===== config.mk =====
export PLATFORM = sky130hd
export DESIGN_NAME = multu_hilo
export DESIGN_NICKNAME = d
export VERILOG_FILES = /design/src/rtl/multu_hilo.sv
export SDC_FILE = /design/constraint.sdc
export NUM_CORES = 1
export LEC_CHECK = 0
export BUFFER_PORTS_ARGS = -buffer_cell sky130_fd_sc_hd__buf_2
export CELL_PAD_IN_SITES_DETAIL_PLACEMENT = 1
export CELL_PAD_IN_SITES_GLOBAL_PLACEMENT = 2
export CORE_ASPECT_RATIO = 0.75
export CORE_UTILIZATION = 36
export DETAILED_ROUTE_END_ITERATION = 7
export GPL_TIMING_DRIVEN = 0
export PLACE_DENSITY_LB_ADDON = 0.1
export SLEW_MARGIN = 0
export SYNTH_ARGS = -nofsm -noshare
export SYNTH_HDL_FRONTEND = slang
export SYNTH_SLANG_ARGS = --single-unit

===== constraint.sdc =====
create_clock -name clk -period 3 [get_ports clk]
set_input_delay 0.6 -clock clk [delete_from_list [all_inputs] [get_ports clk]]
set_output_delay 0.6 -clock clk [all_outputs]
set_load 0.005 [all_outputs]

===== src/rtl/multu_hilo.sv =====
// -----------------------------------------------------------------------------
// multu_hilo
//
// Sequential unsigned multiplier with HI/LO result registers. It answers the
// ALU command stream: MULTU (funct 25) launches a shift-add multiply of the
// two operands, one multiplier bit per clock. The 2*WIDTH-bit product lands
// in HI/LO, which are read back with MFHI (funct 16) and MFLO (funct 18).
//
// Ports
//   clk      in   1       rising-edge clock
//   reset    in   1       synchronous active-high reset
//   dataA    in   WIDTH   multiplicand, captured at start
//   dataB    in   WIDTH   multiplier, captured at start
//   signal   in   6       funct code (25 MULTU, 16 MFHI, 18 MFLO)
//   dataOut  out  WIDTH   HI on MFHI, LO on MFLO, zero otherwise
//   busy     out  1       a multiply is in RUN or DONE
//   done     out  1       one-cycle pulse after HI/LO are written
//
// Timing: a start sampled at edge N iterates on edges N+1..N+32 and writes
// HI/LO at edge N+33; done is high for the cycle after N+33.
// -----------------------------------------------------------------------------
module multu_hilo #(
  parameter int WIDTH = 32
) (
  input  logic             clk,
  input  logic             reset,
  input  logic [WIDTH-1:0] dataA,
  input  logic [WIDTH-1:0] dataB,
  input  logic [5:0]       signal,
  output logic [WIDTH-1:0] dataOut,
  output logic             busy,
  output logic             done
);

  localparam logic [5:0] FUNCT_MULTU = 6'd25;
  localparam logic [5:0] FUNCT_MFHI  = 6'd16;
  localparam logic [5:0] FUNCT_MFLO  = 6'd18;
  localparam int         CW          = $clog2(WIDTH);
  localparam logic [CW-1:0] LAST_ITER = CW'(WIDTH - 1);

  typedef enum logic [1:0] {
    IDLE = 2'd0,
    RUN  = 2'd1,
    DONE = 2'd2
  } state_t;

  state_t r_state;
  state_t w_nextState;

  logic [2*WIDTH-1:0] r_mcand;
  logic [2*WIDTH-1:0] r_prod;
  logic [WIDTH-1:0]   r_mplier;
  logic [CW-1:0]      r_count;
  logic [WIDTH-1:0]   r_hi;
  logic [WIDTH-1:0]   r_lo;
  logic               r_mulPrev;
  logic               r_done;

  logic               w_isMult;
  logic               w_start;
  logic               w_lastIter;

  // The start is edge-detected on the MULTU code so that a command held for
  // many cycles launches exactly one multiply. r_mulPrev keeps tracking the
  // code while busy, so a MULTU that rose mid-operation never fires later.
  assign w_isMult   = (signal == FUNCT_MULTU);
  assign w_start    = (r_state == IDLE) && w_isMult && !r_mulPrev;
  assign w_lastIter = (r_count == LAST_ITER);

  // State register.
  always_ff @(posedge clk) begin
    if (reset) begin
      r_state <= IDLE;
    end else begin
      r_state <= w_nextState;
    end
  end

  // Next-state logic: IDLE -> RUN on start, RUN for WIDTH iterations,
  // then a single DONE cycle that commits the result.
  always_comb begin
    w_nextState = r_state;
    case (r_state)
      IDLE: if (w_start) w_nextState = RUN;
      RUN:  if (w_lastIter) w_nextState = DONE;
      DONE: w_nextState = IDLE;
      default: w_nextState = IDLE;
    endcase
  end

  // Datapath. The product accumulator is 2*WIDTH wide and the multiplicand
  // is pre-extended, so the running sum can never overflow. HI/LO are only
  // touched in DONE, so an aborting reset leaves nothing half-written
  // except the clear to zero that reset itself performs.
  always_ff @(posedge clk) begin
    if (reset) begin
      r_mcand   <= '0;
      r_prod    <= '0;
      r_mplier  <= '0;
      r_count   <= '0;
      r_hi      <= '0;
      r_lo      <= '0;
      r_mulPrev <= 1'b0;
      r_done    <= 1'b0;
    end else begin
      r_mulPrev <= w_isMult;
      r_done    <= 1'b0;
      case (r_state)
        IDLE: begin
          if (w_start) begin
            r_mcand  <= {{WIDTH{1'b0}}, dataA};
            r_mplier <= dataB;
            r_prod   <= '0;
            r_count  <= '0;
          end
        end
        RUN: begin
          if (r_mplier[0]) begin
            r_prod <= r_prod + r_mcand;
          end
          r_mcand  <= r_mcand << 1;
          r_mplier <= r_mplier >> 1;
          r_count  <= r_count + 1'b1;
        end
        DONE: begin
          r_hi   <= r_prod[2*WIDTH-1:WIDTH];
          r_lo   <= r_prod[WIDTH-1:0];
          r_done <= 1'b1;
        end
        default: ;
      endcase
    end
  end

  // Read port is purely combinational so MFHI/MFLO return data in the same
  // cycle the code is presented; reads while busy see the previous result.
  always_comb begin
    dataOut = '0;
    case (signal)
      FUNCT_MFHI: dataOut = r_hi;
      FUNCT_MFLO: dataOut = r_lo;
      default:    dataOut = '0;
    endcase
  end

  assign busy = (r_state != IDLE);
  assign done = r_done;

endmodule


# Word-level counts from Yosys, hierarchy flattened

Cells that the tools add are included.

Muxes and demuxes: 14
Equality and inequality tests: 9
Reduce and logical (&&, ||, !) cells: 9
Add/sub/neg operators: 2

Operators by type and width:

| operator                                            | count |
|---|---|
| case mux 64 bit (2 select lines)                    | 2 |
| 2-to-1 mux 64 bit                                   | 3 |
| case mux 32 bit (2 select lines)                    | 2 |
| adder 64 bit                                        | 1 |
| 2-to-1 mux 32 bit                                   | 1 |
| equality test 6 x 5 -> 1 bit, second input constant | 3 |
| case mux 5 bit (2 select lines)                     | 1 |
| != test 2 bit, second input constant                | 3 |
| adder 5 x 1 -> 5 bit, second input constant         | 1 |
| equality test 5 bit, second input constant          | 1 |
| 2-to-1 mux 5 bit                                    | 1 |
| 2-to-1 mux 2 bit                                    | 2 |
| case mux 2 bit (2 select lines)                     | 1 |
| AND reduction 2 bit                                 | 2 |
| nonzero test 2 bit                                  | 2 |
| AND reduction 3 bit                                 | 1 |
| equality test 2 x 1 -> 1 bit, second input constant | 1 |
| equality test 2 bit, second input constant          | 1 |
| logical AND 1 bit                                   | 2 |
| zero test 2 bit                                     | 1 |
| zero test 1 bit                                     | 1 |
| 2-to-1 mux 1 bit                                    | 1 |

Logic and storage cells: 43
Register bits: 233
Output and inout port bits: 34
Input bits: 72

# Logic depth before layout (Yosys ltp)

Gate-level depths: netlist of the first run.

Depth after elaboration: 5
Gate-level depth with buffers: 12

# Worst setup path after synthesis of the first run

OpenSTA, ideal clock, no wires.

Kind: reg-to-reg
Start point: reg r_mcand[0]
End point: reg r_prod[60]
Data required time: 2.936 ns
Setup time: 0.064 ns
Clock period less this slack: 2.785 ns
Stages on the path, launching flop included: 13
Setup slack: 0.215 ns
Arrival: 2.721 ns
Path buffers: 0
Cells stage by stage: dfxtp_1 ha_1 inv_1 fa_1 nor2b_1 o31ai_1 a21o_1 a31oi_2 o31ai_2 o41ai_4 a31oi_1 or4b_1 nand4_1

Longest elaborated chain between the ends: 3

RTL lines:

| element                          | line | RTL |
|---|---|---|
| start: declaration               | 50   | `logic [2*WIDTH-1:0] r_mcand;` |
| start signal: assignment         | 111  | `r_mcand <= {{WIDTH{1'b0}}, dataA};` |
| start signal: assignment         | 121  | `r_mcand <= r_mcand << 1;` |
| adder 64 bit                     | 119  | `r_prod <= r_prod + r_mcand;` |
| 2-to-1 mux 64 bit                | 118  | `if (r_mplier[0]) begin` |
| case mux 64 bit (2 select lines) | 108  | `case (r_state)` |
| end signal: assignment           | 119  |  |
| end: declaration                 | 51   | `logic [2*WIDTH-1:0] r_prod;` |

No other way between the ends. The select of a mux whose other input is x is not followed.
A chain may end at the register's enable or synchronous reset.

# Final worst setup path of the first run

Ends and elaborated chain as after synthesis.

==> out/results.txt, run 1 <==
CTS Hold Bufs: 0
Crit Path Class: flip-flop to flip-flop
Core Util, Final: 0.447
Row count: 59
Die height: 164 µm
Critical Path Sink: r_prod[60]
Critical path origin: r_mcand[0]
Area Overhead vs Synth: 22.3%
RSZ-0062 raised after global routing: yes
R2r startpoint: r_mcand[0]
TritonCTS clock tree: built
First-pass GRT wire length: 71.3 mm
Placed cell count: 2114
Final Skew: 0.0149 ns
Net Count, Synth: 1692
Setup violations, final: 0
Max IR drop VDD: 0.356 mV
Cts bufs inserted: 27
Initial antenna violation count: 0
First drt pass iteration count: 7
Via density: 5.50
Total GRT Usage: 0.258
Post-Syn Instances: 1554
IO Count: 106
Detail Placement HPWL: 36.0 mm
Main synth FF type: dfxtp_1
Final hold viol count: 0
Worst R2R End: r_prod[60]
Vias: 12010
Fin crit share: 1.00
PwrDens: 457 mW/mm²
Class of the worst hold path: primary input to flip-flop
Layout cells sized above 1: 0.180
Required time of the critical path: 3.50 ns
Synthesized area: 0.0126 mm²
Max_cap viols: 0
DRT iter0 DRCs: 792
Critical Path Sink Type: flip-flop
Core Area: 0.0346 mm²
Avg WL per Cell: 21.2 µm
Slew @ Worst Pin: 1.19 ns
Worst-path maximum fanout: 3
Drt total wl: 46.2 mm
PortBufs: 103
Layout Nets: 1842
Slowest stage delay, CP: 0.52 ns
Synth async-reset ratio: 0
R2R Setup Slk: 0.0005 ns
H-tree Lvls: 1
DRC errors left: 0
Clock buffer depth: 3
Gpl congestion: 0.908
Minimum clock period after layout: 3.00 ns
Rel. slew slack: 0.202
CP arrival: 3.50 ns
DIE AREA: 0.0359 mm²
Antenna viol nets, final: 0
Max Transition Viols Final: 0
Lkg Pwr: 6.55 nW
Status: finished clean
FF-to-FF path depth: 13
Initial Utilization: 0.365
Syn. warnings: 0
Post-synth EDFFs: 0
Worst path cell trace: ha_4, inv_2, fa_2, nor2b_4, o31ai_4, a21o_1, a31oi_4, o31ai_4, o41ai_4, buf_4, a31oi_4, or4b_1, nand4_1
Die W: 218 µm
Largest net degree at the start of global routing: 14
Post-synthesis sequential area ratio: 0.369
Skew-Pair Late Insertion Delay: 0.57 ns
Netlist cell types: 73
Slowest-stage cell, CP: or4b_1
Root buf cell: clkbuf_16
Fmax: 333 MHz
Critical path launch point type: flip-flop
Post-Layout Cell Count: 2183
Post-synthesis register bit count: 233
Clock slew at reported path FFs: 0.06 ns
Total congestion overflow: 0
Vias in the first global route: 12245
Clk sinks: 233
Mapped Avg Cell Area: 8.14 µm²
critical path: cells and delay by family, from the launching register on:
kind | cells | cell delay, ns
and+or+nand+nor | 3 | 0.76
AOI/OAI and AO/OA | 6 | 1.08
adders and majority gates | 2 | 0.50
DFF | 1 | 0.36
buffers and inverters | 2 | 0.23
worst min-delay path by stage:
stage               startpoint  cells past startpoint         to
floorplan              r_hi[0]                      2    r_hi[0]
global placement      r_hi[31]                      2   r_hi[31]
detailed placement    r_hi[31]                      2   r_hi[31]
CTS                  signal[4]                      3  r_mulPrev
global route         signal[4]                      3  r_mulPrev
finish               signal[4]                      3  r_mulPrev
placed cells by master (no fill, tap or decap), types with 6 or more instances in the layout:
cell type	count
nand2_1	229
dfxtp_1	206
nor2_1	173
a21oi_1	137
buf_2	118
mux2i_1	98
clkbuf_1	78
a211oi_1	63
o21ai_0	56
ha_1	54
a22o_1	35
xnor2_1	31
clkbuf_16	27
nand4_1	26
xor2_1	23
a21o_1	22
dfxtp_2	22
buf_4	20
a21oi_2	18
nand3_1	17
inv_1	16
a22oi_1	16
nor3_1	14
o21ai_1	13
nand2b_1	11
o21bai_1	11
and2_1	9
buf_1	8
o21a_1	8
ha_2	8
and3_1	7
o21ai_2	6
bufinv_16	6
clkinv_2	6
state kept, by name, summed over array words and instances (netlist names), 2 cells and up:
signal and flops:
r_count 5, r_mplier 32, r_mcand 64, r_lo 32, r_prod 64, r_hi 32
r_state 2
synth_stat cells (all sizes together) (9+ instances only):
| library cell | n | area, µm² |
|---|---|---|
| dfxtp | 233 | 4660 |
| nand2 | 232 | 871 |
| nor2 | 176 | 661 |
| a21oi | 157 | 790 |
| mux2i | 98 | 981 |
| clkbuf | 84 | 315 |
| o21ai | 76 | 384 |
| a211oi | 67 | 508 |
| ha | 65 | 813 |
| a22o | 35 | 307 |
| xnor2 | 31 | 272 |
| nand4 | 26 | 163 |
| buf | 24 | 110 |
| xor2 | 23 | 201 |
| a21o | 22 | 165 |
| nor3 | 19 | 100 |
| a22oi | 17 | 128 |
| inv | 17 | 63.8 |
| nand3 | 17 | 85.1 |
| nand2b | 11 | 68.8 |
| o21bai | 11 | 82.6 |
| and2 | 10 | 65.1 |
| and3 | 9 | 61.3 |
kinds of logic (layout without fill, tap and decap cells):
logic type | after synthesis | in the layout | synth area share
xor+xnor | 54 | 54 | 0.0374
simple gates | 524 | 524 | 0.177
mux | 99 | 99 | 0.0785
other cells | 0 | 2 | 0
buf+inv | 125 | 295 | 0.0387
compound gates | 453 | 453 | 0.234
fa+ha+maj | 66 | 66 | 0.0659
flops | 233 | 233 | 0.369
through the flow:
step / hold WS, ns / cell area, µm² / TNS, ns / power (mW) / setup WS, ns
5_1_grt: 0.315 / 15500 / -0.449 / 7.29 / -0.131
3_5_place_dp: 0.449 / 13700 / -49.69 / 3.44 / -0.731
6_report: 0.310 / 15500 / 0 / 7.07 / 0.000539
4_1_cts: 0.293 / 15100 / -0.693 / 7.15 / -0.151
2_1_floorplan: 0.436 / 12600 / 0 / 3.33 / 0.215
3_3_place_gp: 0.442 / 13700 / -67.98 / 3.44 / -1.07
report_power, final:
part	internal, mW	switching (mW)	total [mW]	leakage, nW
combinational	0.0937	0.158	0.252	4.17
sequential	3.11	0.0159	3.12	1.89
clock	2.28	1.41	3.69	0.483
cell type report:
cell class / count / area, µm²
Inverter: 17 / 63.8
Clock buffer: 33 / 748
Fill cell: 4148 / 19200
Antenna cell: 2 / 5.00
Sequential cell: 233 / 4710
Tap cell: 457 / 572
Timing Repair Buffer: 126 / 708
Multi-Input combinational cell: 1196 / 8000
Clock inverter: 16 / 241
Buffer: 103 / 415
metal layers:
layer	share of wire	up-vias	global-route usage
met3	0.047	51	0.0389
met4	0.017	0	0.0486
li1	-	5875	-
met5	0	-	0
met1	0.52	5890	0.389
met2	0.41	194	0.384
what timing repair did:
action,CTS,global route
pin swaps,17,28
setup endpoints to repair,47,53
gates resized for setup,61,83
setup buffers,10,13
hold endpoints to repair,0,0
(Power assumes the default switching activity.)
==> inputs of run 2 (changes only) <==
Settings changed: CORE_UTILIZATION 36 to 37, CTS_BUF_LIST set to sky130_fd_sc_hd__clkbuf_8.
==> out/results.txt, run 2 (synthesis results as in run 1) <==
Most common cell after layout, fill and taps aside: nand2_1
Layout Nets: 1856
Initial Utilization: 0.376
Critical Path Sink Type: flip-flop
# diodes: 0
Clock slew at reported path FFs: 0.06 ns
Max_cap viols: 0
Register area: 0.00471 mm²
Slew @ Worst Pin: 1.05 ns
Fillers: 4111
Max Transition Viols Final: 0
Class of the worst hold path: primary input to flip-flop
Fin crit share: 1.00
Clock buffer depth: 3
Final Skew: 0.0246 ns
DRT iter0 DRCs: 799
Cts bufs inserted: 42
Design area: 0.0152 mm²
Vias in the first global route: 12013
Total Power: 6.48 mW
DRC errors left: 0
Crit Path Class: flip-flop to flip-flop
Layout cells sized above 1: 0.175
Placed cell area: 0.0137 mm²
Critical path launch point type: flip-flop
Worst hold slack: 0.296 ns
Minimum clock period after layout: 3.00 ns
Skew-Pair Late Insertion Delay: 0.59 ns
Clk sinks: 233
Setup WS pre-CTS: -0.803 ns
First-pass GRT wire length: 71.4 mm
Die W: 215 µm
Post-Layout Cell Count: 2200
Area of the multi-input gates: 0.00789 mm²
Fin Setup TNS: -0.00180 ns
Largest net degree at the start of global routing: 11
PwrDens: 427 mW/mm²
Root buf cell: clkbuf_8
Most frequent cells in the layout: nand2_1 (230), dfxtp_1 (212), nor2_1 (174)
Initial antenna violation count: 0
PortBufs: 103
Detail Placement HPWL: 36.6 mm
IO Count: 106
RSZ-0062 raised after global routing: yes
Rel. slew slack: 0.299
Setup violations, final: 1
Vias: 12118
Total congestion overflow: 0
Core Util, Final: 0.451
Antenna viol nets, final: 0
Total GRT Usage: 0.265
Via density: 5.51
DIE AREA: 0.0349 mm²
First drt pass iteration count: 6
Fmax: 333 MHz
Row count: 58
Largest regs: r_mcand (64), r_prod (64)
Drt total wl: 46.5 mm
Final Worst Setup Slack: -0.00180 ns
Required time of the critical path: 3.51 ns
Die height: 162 µm
H-tree Lvls: 2
Worst-path maximum fanout: 6
Status: complete, but fails checks
Final hold viol count: 0
Max IR drop VDD: 0.265 mV
Lkg Pwr: 6.54 nW
Gpl congestion: 0.912
Core Area: 0.0336 mm²
Avg WL per Cell: 21.1 µm
Placed cell count: 2107
Failing checks: negative setup slack
TritonCTS clock tree: built
Area Overhead vs Synth: 20.0%
CTS Hold Bufs: 0
CP arrival: 3.51 ns
-- run 2: changes by cell type in the layout (fill, tap and decap cells not counted), sizes merged --
cell	previous run	this run
clkbuf	112	131
buf	150	149
diode	2	0
clkinvlp	3	1
bufinv	6	1
clkinv	6	8
inv	18	31
-- run 2: final cells by class --
type / count / share of cell area
buffer: 102 / 0.0268
clock buffer: 52 / 0.0472
clock inverter: 24 / 0.00883
inverter: 17 / 0.00421
multi-input combinational: 1196 / 0.520
sequential: 233 / 0.310
tap: 450 / 0.0371
timing repair buffer: 126 / 0.0456
-- run 2: power by group --
| group | internal [mW] | switching, mW | total, mW |
|---|---|---|---|
| sequential | 3.11 | 0.0153 | 3.12 |
| clock | 1.65 | 1.45 | 3.11 |
| combinational | 0.0925 | 0.158 | 0.250 |
-- run 2: what timing repair did --
action                                  in CTS  in global routing
gates resized for setup                     69                 47
setup buffers                               14                  9
pin swaps                                   13                 18
endpoints found under the setup margin      38                 41
-- run 2: final timing paths --
kind                    from    endpoint  slack [ns]  depth (start not counted)
hold / removal     signal[4]   r_mulPrev        0.30                          3
setup / recovery  r_prod[24]  r_prod[60]      -0.002                         10
setup reg to reg  r_prod[24]  r_prod[60]      -0.002                         10
hold reg to reg     r_hi[18]    r_hi[18]        0.45                          2
-- run 2: layer usage --
layer | track usage | routed length, µm
met5 | 0 | 0
met4 | 0.0580 | 749
met3 | 0.0388 | 2220
met2 | 0.372 | 18400
met1 | 0.416 | 25200
-- run 2: critical path, stage by stage, from the launching register on --
cell and delay [ns]:
dfxtp_1 0.39, ha_1 0.44, nand2_1 0.14, nor2_2 0.20, nand4_1 0.20, a31oi_4 0.31
o31ai_4 0.13, o41ai_4 0.35, a31oi_4 0.17, or4b_1 0.50, nand4_1 0.09
